**src/rtl/ps2_rx_seq.sv**
```systemverilog
// PS/2 device-to-host receiver: conditions the pins, checks each 11-bit frame,
// buffers good bytes, and hands them to the decoder as a low/high nibble pair.
module ps2_rx_seq #(
  parameter int unsigned FILTER_LEN     = 8,
  parameter int unsigned TIMEOUT_CYCLES = 100000,
  parameter int unsigned FIFO_AW        = 3,
  parameter int unsigned GAP_CYCLES     = 2
) (
  input  logic               clk,
  input  logic               rst,
  input  logic               ps2_clk,
  input  logic               ps2_data,
  input  logic               hold,
  output logic               kbd_enb_lo,
  output logic               kbd_enb_hi,
  output logic [3:0]         kbd_data,
  output logic               parity_err,
  output logic               frame_err,
  output logic               overflow,
  output logic [FIFO_AW:0]   fifo_count
);

  localparam int unsigned FCW   = $clog2(FILTER_LEN + 1);
  localparam int unsigned TOW   = $clog2(TIMEOUT_CYCLES + 1);
  localparam int unsigned GW    = $clog2(GAP_CYCLES + 2);
  localparam int unsigned CW    = FIFO_AW + 1;
  localparam int unsigned DEPTH = 2 ** FIFO_AW;

  typedef enum logic [1:0] {IDLE, DATA, PARITY, STOP} frame_t;
  typedef enum logic [1:0] {D_IDLE, D_LO, D_HI, D_GAP} deliv_t;

  // ---------------- input conditioning ----------------
  logic [1:0]     r_clk_s, r_dat_s;
  logic           r_filt, r_filt_d;
  logic [FCW-1:0] r_fcnt;
  logic           w_sample, w_bit;

  always_ff @(posedge clk) begin
    if (rst) begin
      r_clk_s  <= '1;
      r_dat_s  <= '1;
      r_filt   <= 1'b1;
      r_filt_d <= 1'b1;
      r_fcnt   <= '0;
    end else begin
      r_clk_s  <= {r_clk_s[0], ps2_clk};
      r_dat_s  <= {r_dat_s[0], ps2_data};
      r_filt_d <= r_filt;
      if (r_clk_s[1] == r_filt) begin
        r_fcnt <= '0;
      end else if (r_fcnt == FCW'(FILTER_LEN - 1)) begin
        r_filt <= r_clk_s[1];
        r_fcnt <= '0;
      end else begin
        r_fcnt <= r_fcnt + FCW'(1);
      end
    end
  end

  assign w_sample = r_filt_d & ~r_filt;
  assign w_bit    = r_dat_s[1];

  // ---------------- frame FSM ----------------
  frame_t         r_fstate, w_fnext;
  logic [7:0]     r_shift;
  logic [2:0]     r_bitcnt;
  logic           r_par;
  logic [TOW-1:0] r_to;
  logic           w_timeout, w_par_ok, w_push, w_perr, w_ferr;

  assign w_timeout = (r_fstate != IDLE) && !w_sample && (r_to == TOW'(TIMEOUT_CYCLES - 1));
  assign w_par_ok  = ^{r_shift, r_par};

  always_ff @(posedge clk) begin
    if (rst) r_fstate <= IDLE;
    else     r_fstate <= w_fnext;
  end

  always_comb begin
    w_fnext = r_fstate;
    if (w_timeout) begin
      w_fnext = IDLE;
    end else if (w_sample) begin
      case (r_fstate)
        IDLE:    if (!w_bit) w_fnext = DATA;
        DATA:    if (r_bitcnt == 3'd7) w_fnext = PARITY;
        PARITY:  w_fnext = STOP;
        default: w_fnext = IDLE;
      endcase
    end
  end

  // Stop-bit failure takes precedence over a parity failure.
  always_comb begin
    w_push = 1'b0;
    w_perr = 1'b0;
    w_ferr = 1'b0;
    if (w_timeout) begin
      w_ferr = 1'b1;
    end else if (w_sample) begin
      case (r_fstate)
        IDLE: w_ferr = w_bit;
        STOP: begin
          if (!w_bit)         w_ferr = 1'b1;
          else if (!w_par_ok) w_perr = 1'b1;
          else                w_push = 1'b1;
        end
        default: ;
      endcase
    end
  end

  always_ff @(posedge clk) begin
    if (rst) begin
      r_shift  <= '0;
      r_bitcnt <= '0;
      r_par    <= 1'b0;
      r_to     <= '0;
    end else begin
      if (w_sample || r_fstate == IDLE) r_to <= '0;
      else                              r_to <= r_to + TOW'(1);
      if (w_sample) begin
        case (r_fstate)
          IDLE:   r_bitcnt <= '0;
          DATA: begin
            r_shift  <= {w_bit, r_shift[7:1]};
            r_bitcnt <= r_bitcnt + 3'd1;
          end
          PARITY: r_par <= w_bit;
          default: ;
        endcase
      end
    end
  end

  // ---------------- FIFO ----------------
  logic [7:0]         r_mem [DEPTH];
  logic [FIFO_AW-1:0] r_wr, r_rd;
  logic [CW-1:0]      r_count;
  logic               w_pop, w_wr, w_ovf;
  logic [7:0]         w_head;

  deliv_t r_dstate, w_dnext;

  assign w_pop  = (r_dstate == D_HI);
  assign w_wr   = w_push && ((r_count != CW'(DEPTH)) || w_pop);
  assign w_ovf  = w_push && !w_wr;
  assign w_head = r_mem[r_rd];

  always_ff @(posedge clk) begin
    if (w_wr) r_mem[r_wr] <= r_shift;
  end

  always_ff @(posedge clk) begin
    if (rst) begin
      r_wr    <= '0;
      r_rd    <= '0;
      r_count <= '0;
    end else begin
      if (w_wr)  r_wr <= r_wr + FIFO_AW'(1);
      if (w_pop) r_rd <= r_rd + FIFO_AW'(1);
      case ({w_wr, w_pop})
        2'b10:   r_count <= r_count + CW'(1);
        2'b01:   r_count <= r_count - CW'(1);
        default: ;
      endcase
    end
  end

  // ---------------- delivery FSM ----------------
  logic [GW-1:0] r_gap;
  logic          w_lo, w_hi;
  logic [3:0]    w_data;
  logic          r_enb_lo, r_enb_hi, r_perr, r_ferr, r_ovf;
  logic [3:0]    r_data;

  always_ff @(posedge clk) begin
    if (rst) begin
      r_dstate <= D_IDLE;
      r_gap    <= '0;
    end else begin
      r_dstate <= w_dnext;
      if (r_dstate == D_GAP) r_gap <= r_gap + GW'(1);
      else                   r_gap <= '0;
    end
  end

  always_comb begin
    w_dnext = r_dstate;
    case (r_dstate)
      D_IDLE:  if (r_count != '0 && !hold) w_dnext = D_LO;
      D_LO:    w_dnext = D_HI;
      D_HI:    w_dnext = (GAP_CYCLES == 0) ? D_IDLE : D_GAP;
      default: if (r_gap == GW'(GAP_CYCLES - 1)) w_dnext = D_IDLE;
    endcase
  end

  // Outputs decode the next state so each strobe registers in the cycle its state is held.
  always_comb begin
    w_lo   = (w_dnext == D_LO);
    w_hi   = (w_dnext == D_HI);
    w_data = '0;
    if (w_lo)      w_data = w_head[3:0];
    else if (w_hi) w_data = w_head[7:4];
  end

  always_ff @(posedge clk) begin
    if (rst) begin
      r_enb_lo <= 1'b0;
      r_enb_hi <= 1'b0;
      r_data   <= '0;
      r_perr   <= 1'b0;
      r_ferr   <= 1'b0;
      r_ovf    <= 1'b0;
    end else begin
      r_enb_lo <= w_lo;
      r_enb_hi <= w_hi;
      r_data   <= w_data;
      r_perr   <= w_perr;
      r_ferr   <= w_ferr;
      r_ovf    <= w_ovf;
    end
  end

  assign kbd_enb_lo = r_enb_lo;
  assign kbd_enb_hi = r_enb_hi;
  assign kbd_data   = r_data;
  assign parity_err = r_perr;
  assign frame_err  = r_ferr;
  assign overflow   = r_ovf;
  assign fifo_count = r_count;

endmodule

```
**config.mk**
```make
export PLATFORM = sky130hd
export DESIGN_NAME = ps2_rx_seq
export DESIGN_NICKNAME = d
export VERILOG_FILES = /design/src/rtl/ps2_rx_seq.sv
export SDC_FILE = /design/constraint.sdc
export NUM_CORES = 1
export LEC_CHECK = 0
export ABC_AREA = 1
export CAP_MARGIN = 20
export CORE_MARGIN = 1.5
export CORE_UTILIZATION = 55
export CTS_CLUSTER_SIZE = 24
export DETAILED_ROUTE_END_ITERATION = 8
export PLACE_DENSITY = 0.81
export SLEW_MARGIN = 20
export SYNTH_ARGS = -nofsm -noshare
export SYNTH_HDL_FRONTEND = slang
export SYNTH_SLANG_ARGS = --single-unit
export TNS_END_PERCENT = 5
```
**constraint.sdc**
```tcl
create_clock -name clk -period 2.99 [get_ports clk]
set_input_delay 0.4485 -clock clk [delete_from_list [all_inputs] [get_ports clk]]
set_output_delay 0.4485 -clock clk [all_outputs]
set_load 0.02 [all_outputs]
```
==> impl_metrics.env, run 1 <==
export IMPL_post_route_cells_drive_above_1_share_pct=11.84
export IMPL_switching_power_mw=1.447
export IMPL_max_vdd_ir_drop_mv=0.6248
export IMPL_globalRouteOverflowTotal=0
export IMPL_totalWireLength_um=11880
export IMPL_clock_sinks=131
export IMPL_worst_hold_path_class="flop to flop"
export IMPL_std_cell_rows=36
export IMPL_fillerInstances=735
export IMPL_post_route_total_power_mw=4.974
export IMPL_ys_warnings_count=0
export IMPL_worst_r2r_path_depth=15
export IMPL_pwr_share_seq_pct=41.3
export IMPL_top_level_ports=18
export IMPL_placed_cells=726
export IMPL_util_after_layout_pct=66.67
export IMPL_synth_area_um2=5597
export IMPL_power_internal_mw=3.527
export IMPL_cp_num_buf_inv=3
export IMPL_critPathSlowestCell="dfxtp_1"
export IMPL_synth_seq_cells=131
export IMPL_drt_drc_violations_left=0
export IMPL_drtAntennaViolNets=0
export IMPL_vias_per_cell=5.443
export IMPL_critical_path_top_delay_family="simple AND/OR/NAND/NOR gates"
export IMPL_cp_required_ns=3.40
export IMPL_detailedRoute_firstPassIterationCount=5
export IMPL_postCtsSetupRepairBufs=0
export IMPL_p_per_area_nw_per_um2=759.8
export IMPL_timing_max_transition_violations_final=0
export IMPL_critical_path_max_fanout=15
export IMPL_clock_power_share_pct=42.5
export IMPL_initialDrtViolationCount=346
export IMPL_yosys_cell_types_count=38
export IMPL_mappedNetlistNets=606
export IMPL_worst_slew_margin_rel_pct=40.74
export IMPL_worst_setup_timing_slack_at_the_placement_stage_ns=0.4850
export IMPL_post_route_worst_setup_slack_ns=0.3757
export IMPL_min_path_cells=1
export IMPL_synth_top_cell_by_area="edfxtp_1"
export IMPL_synthDominantCellAreaShare_pct=34.34
export IMPL_vias=4126
export IMPL_worst_path_largest_cell_delay_ns=0.52
export IMPL_grt_use_total_pct=22.98
export IMPL_finalHoldViolCount=0
export IMPL_first_global_vias=4013
export IMPL_synth_yosys_seq_area_share_pct=58.31
export IMPL_synthCells=582
export IMPL_nNetsFinal=636
export IMPL_place_detailed_hpwl_um=7498
export IMPL_routedWlPerCell_um=15.68
export IMPL_critical_path_endpoint_type="flop"
export IMPL_clkSlewWorstSetupHoldPaths_ns=0.06
export IMPL_routabilityCongestion=0.8779
export IMPL_critPathLaunchType="flop"
export IMPL_max_freq_mhz=382.5
export IMPL_total_leakage_power_nw=2.370
export IMPL_rrSetupSlack_ns=0.38
export IMPL_clockBufferDepth=2
export IMPL_global_route_wire_length_before_repair_um=19200
export IMPL_htreeDepth=4
export IMPL_post_cts_resized=0
export IMPL_clock_skew_ns=0.008638
export IMPL_cts_tree="built"
export IMPL_critical_path_most_common_cell="nand2_1"
export IMPL_ctsRootBufferMaster="clkbuf_8"
export IMPL_ordered_cell_list_for_the_critical_path="inv_1 -> nand2_1 -> nand2_1 -> nand2_1 -> nand2_1 -> inv_1 -> nand3_2 -> nand3_4 -> ha_1 -> xor2_1 -> ha_1 -> a21oi_1 -> xnor2_1 -> o21ai_0 -> inv_1"
export IMPL_worstSetupPathType="flop to flop"
export IMPL_grt_max_degree=33
export IMPL_core_area_um2=9819
export IMPL_setup_viol_count_final=0
export IMPL_power_frac_comb_pct=16.2
export IMPL_die_w_um=103.9
export IMPL_initial_utilization_pct=57.00
export IMPL_synthToLayoutAreaGrowth_pct=16.97
export IMPL_antennaDiodeCount=0
export IMPL_post_synth_main_area_contributors="edfxtp_1, dfxtp_1, nor2_1"
export IMPL_final_period_utilization_pct=87.43
export IMPL_setup_total_negative_slack_ns=0
export IMPL_critical_path_arrival_ns=3.02
export IMPL_max_cap_violations=0
export IMPL_worst_slew_pin_transition_ns=0.8856
export IMPL_final_cells=758
export IMPL_die_area_um2=10790
export IMPL_cts_hold_buffers_added=0
export IMPL_net_switching_share_of_the_total_power_pct=29.09
export IMPL_status="complete, no violations"
export IMPL_final_period_minus_worst_setup_slack_ns=2.614
export IMPL_clkLatencyLatePin_ns=0.52
export IMPL_cp_depth=15
export IMPL_numPortBuffers=17
export IMPL_fp_dieH_um=103.9
export IMPL_syn_area_per_cell_um2=9.616
export IMPL_numCtsBuffers=17
export IMPL_rsz_0062_raised_after_global_routing="no"
export IMPL_initial_antenna_violation_count=0
[cells in the mapped netlist, drive strengths merged]
master,instances
o22ai,2
xor2,6
mux2i,2
nor3b,2
clkinv,1
a211o,1
or2,4
clkbuf,8
nor3,13
nand3,23
o21ai,64
mux2,1
buf,10
edfxtp,64
ha,19
a21oi,32
dfxtp,67
inv,59
xnor2,4
o211ai,12
nor4,2
a211oi,1
nor2,95
nand4,8
o21a,1
nand2,81
[per-layer routing]
metal | GRT usage (%) | share of wire (%) | vias to the layer above
li1 | - | - | 2026
met1 | 27.44 | 42 | 1944
met2 | 40.26 | 51 | 132
met3 | 4.511 | 4.8 | 24
met4 | 10.12 | 2.4 | 0
met5 | 0 | 0 | -
[power groups by stage]
stage / clock (mW) / combinational (mW) / sequential, mW
2_1_floorplan: 0 / 0.551 / 2.07
3_3_place_gp: 0 / 0.747 / 2.08
3_5_place_dp: 0 / 0.780 / 2.09
4_1_cts: 2.13 / 0.800 / 2.05
5_1_grt: 2.21 / 0.899 / 2.07
6_report: 2.11 / 0.805 / 2.06
[cell families after synthesis]
family	synth area share, %
and+or+nand+nor	18.85
DFF	58.31
AOI/OAI and AO/OA	10.91
buffers and inverters	5.567
adders and majority gates	4.248
xor gates and xnor gates	1.565
muxes	0.5589
[final timing paths]
| path | from | end |
|---|---|---|
| max | r_shift[0] | fifo_count[2] |
| min | r_clk_s[0] | r_clk_s[1] |
| min reg2reg | r_clk_s[0] | r_clk_s[1] |
| max reg2reg | r_shift[0] | fifo_count[2] |
[flip-flops by register name (all words and copies together), names as in the netlist, 3 cells and up, named ones only]
| signal | cells |
|---|---|
| r_to | 17 |
| r_mem | 64 |
| r_rd | 3 |
| fifo_count | 4 |
| r_shift | 8 |
| r_bitcnt | 3 |
| r_fcnt | 4 |
| r_wr | 3 |
| kbd_data | 4 |
[layout by cell type, fill, tap and decap left out, types with 6 or more instances in the layout]
| master | count |
|---|---|
| nand4_1 | 6 |
| edfxtp_1 | 64 |
| inv_6 | 6 |
| nand3_1 | 18 |
| o21ai_0 | 51 |
| dfxtp_1 | 66 |
| o21ai_1 | 13 |
| a21oi_1 | 31 |
| clkdlybuf4s50_1 | 17 |
| xor2_1 | 6 |
| clkbuf_16 | 16 |
| nor3_1 | 13 |
| inv_1 | 54 |
| nor2_1 | 89 |
| nand2_1 | 76 |
| o211ai_1 | 12 |
| buf_4 | 12 |
| ha_1 | 19 |
[cell type report]
type / instances / area, um2 / share of cell area, %
flip-flops and latches: 131 / 3264 / 49.87
inverters: 60 / 225.2 / 3.440
multi-input cells: 373 / 2022 / 30.89
clock inverters: 15 / 193.9 / 2.963
well taps: 133 / 166.4 / 2.542
repair buffers: 29 / 260.3 / 3.976
clock buffers: 17 / 414.1 / 6.326
[per-stage QoR]
| stage | hold slack [ns] | cell area, um2 |
|---|---|---|
| 4_1_cts | 0.4200 | 6545 |
| 5_1_grt | 0.4407 | 6546 |
| 6_report | 0.4290 | 6546 |
| 3_5_place_dp | 0.4012 | 5937 |
| 3_3_place_gp | 0.3949 | 5937 |
| 2_1_floorplan | 0.3895 | 5597 |
Power figures use the tool's default switching activity.
==> run 2: changes to the inputs <==
- CTS_BUF_LIST: not set -> sky130_fd_sc_hd__clkbuf_2
- PLACE_DENSITY: 0.81 -> 0.73
==> impl_metrics.env, run 2 (same netlist as run 1, synthesis figures left out) <==
export IMPL_vias=3997
export IMPL_post_cts_resized=0
export IMPL_routabilityCongestion=0.8446
export IMPL_final_period_utilization_pct=83.66
export IMPL_post_route_cells_drive_above_1_share_pct=12.10
export IMPL_max_vdd_ir_drop_mv=0.3214
export IMPL_core_area_um2=9819
export IMPL_worst_r2r_endpoint="fifo_count[2]"
export IMPL_min_path_cells=2
export IMPL_total_leakage_power_nw=2.247
export IMPL_ctsRootBufferMaster="clkbuf_2"
export IMPL_globalRouteOverflowTotal=0
export IMPL_finalHoldViolCount=0
export IMPL_drt_drc_violations_left=0
export IMPL_rsz_0062_raised_after_global_routing="no"
export IMPL_post_route_total_power_mw=3.917
export IMPL_clockBufferDepth=2
export IMPL_regArea_um2=3263
export IMPL_critical_path_arrival_ns=3.10
export IMPL_critPathLaunchType="flop"
export IMPL_max_flop_register="r_mem"
export IMPL_placedInstanceArea_um2=5959
export IMPL_worst_r2r_path_depth=14
export IMPL_cts_tree="built"
export IMPL_initialDrtViolationCount=236
export IMPL_fin_worst_hold_slack_ns=0.3162
export IMPL_timing_max_transition_violations_final=0
export IMPL_power_internal_mw=2.581
export IMPL_clkLatencyLatePin_ns=0.68
export IMPL_grt_max_degree=33
export IMPL_drtAntennaViolNets=0
export IMPL_vias_per_cell=5.252
export IMPL_grt_use_total_pct=21.23
export IMPL_worstReg2RegStart="r_shift[2]"
export IMPL_layout_cells_most_common="nor2_1"
export IMPL_area_occupied_by_multi_input_gates_um2=2022
export IMPL_worst_slew_pin_transition_ns=0.5850
export IMPL_critical_path_endpoint_type="flop"
export IMPL_largest_register_ff_count=64
export IMPL_postCtsSetupRepairBufs=0
export IMPL_worst_slew_margin_rel_pct=60.95
export IMPL_pwr_share_seq_pct=51.5
export IMPL_final_period_minus_worst_setup_slack_ns=2.501
export IMPL_routedWlPerCell_um=14.09
export IMPL_first_global_vias=3668
export IMPL_cp_required_ns=3.59
export IMPL_biggestRegsByFlops="r_mem (64), r_to (17), r_shift (8)"
export IMPL_max_freq_mhz=399.8
export IMPL_numPortBuffers=17
export IMPL_clock_power_share_pct=27.6
export IMPL_setup_viol_count_final=0
export IMPL_nNetsFinal=639
export IMPL_clkSlewWorstSetupHoldPaths_ns=0.23
export IMPL_global_route_wire_length_before_repair_um=17810
export IMPL_die_area_um2=10790
export IMPL_fillerInstances=833
export IMPL_switching_power_mw=1.335
export IMPL_htreeDepth=4
export IMPL_clock_skew_ns=0.04416
export IMPL_initial_antenna_violation_count=0
export IMPL_hold_path_end="r_dat_s[0]"
export IMPL_cts_hold_buffers_added=0
export IMPL_detailedRoute_firstPassIterationCount=5
export IMPL_p_per_area_nw_per_um2=631.4
export IMPL_die_w_um=103.9
export IMPL_worstSetupPathType="flop to flop"
export IMPL_totalWireLength_um=10720
export IMPL_net_switching_share_of_the_total_power_pct=34.09
export IMPL_power_frac_comb_pct=20.8
export IMPL_std_cell_rows=36
export IMPL_numCtsBuffers=17
export IMPL_worst_hold_path_class="input pin to flop"
export IMPL_place_detailed_hpwl_um=7249
export IMPL_top_level_ports=18
export IMPL_rrSetupSlack_ns=0.49
export IMPL_initial_utilization_pct=57.00
export IMPL_fp_dieH_um=103.9
export IMPL_status="complete, no violations"
export IMPL_setup_total_negative_slack_ns=0
export IMPL_synthToLayoutAreaGrowth_pct=10.84
export IMPL_util_after_layout_pct=63.18
export IMPL_worstHoldStart="ps2_data"
export IMPL_critical_path_max_fanout=15
export IMPL_clock_sinks=131
export IMPL_finalInstanceArea_um2=6203
export IMPL_layout_cells_most_common_list="nor2_1, nand2_1, dfxtp_1"
export IMPL_antennaDiodeCount=0
export IMPL_max_cap_violations=0
run 2: cell types whose count changed in the layout (fill, tap and decap cells not counted), moves of 2 or more:
cell and delta:
inv_4 +2, inv_8 +4, clkbuf_16 -16, bufinv_16 -2, buf_4 +3, clkinvlp_4 -2, clkbuf_2 +17
run 2: final cells by class:
| cell class | count | area share, % |
|---|---|---|
| clock buffers | 17 | 1.372 |
| well taps | 133 | 2.683 |
| repair buffers | 32 | 4.558 |
| inverters | 60 | 3.630 |
| flip-flops and latches | 131 | 52.60 |
| multi-input cells | 373 | 32.59 |
| clock inverters | 15 | 2.562 |
run 2: critical path, cell delays in order, from the launching register on:
cell,delay [ns]
dfxtp_1,0.61
inv_2,0.08
nand2_1,0.08
nand3_1,0.09
nand2_1,0.08
nand2_1,0.08
nand3_2,0.13
nand3_4,0.16
ha_1,0.29
xor2_1,0.25
ha_1,0.20
a21oi_1,0.05
xnor2_1,0.13
o21ai_0,0.16
inv_1,0.05
run 2: worst max-delay path by stage:
stage                startpoint       endpoint  slack, ns
detailed placement   r_shift[2]  fifo_count[2]       0.53
global placement     r_shift[2]  fifo_count[2]       0.64
floorplan           r_dstate[0]  fifo_count[2]       0.58
global route         r_shift[6]  fifo_count[2]       0.23
finish               r_shift[2]  fifo_count[2]       0.49
CTS                  r_shift[3]  fifo_count[2]       0.53
run 2: metal layers:
metal,share of wire [%],up-vias,track usage [%]
li1,-,2032,-
met1,46,1868,28.15
met2,48,83,34.48
met3,4.7,14,5.075
met4,1.2,0,6.944
met5,0,-,0
run 2: power groups by stage:
| stage | sequential [mW] | clock (mW) | combinational, mW |
|---|---|---|---|
| after floorplan | 2.07 | 0 | 0.551 |
| after global placement | 2.05 | 0 | 0.785 |
| after detailed placement | 2.06 | 0 | 0.815 |
| after CTS | 2.02 | 1.11 | 0.818 |
| after global routing | 2.03 | 1.19 | 0.919 |
| final | 2.02 | 1.08 | 0.816 |
run 2: through the flow:
stage               instances  worst slack [ns]
global route              761            0.2313
CTS                       761            0.5284
global placement          729            0.6435
finish                    761            0.4885
floorplan                 582            0.5777
detailed placement        729            0.5288
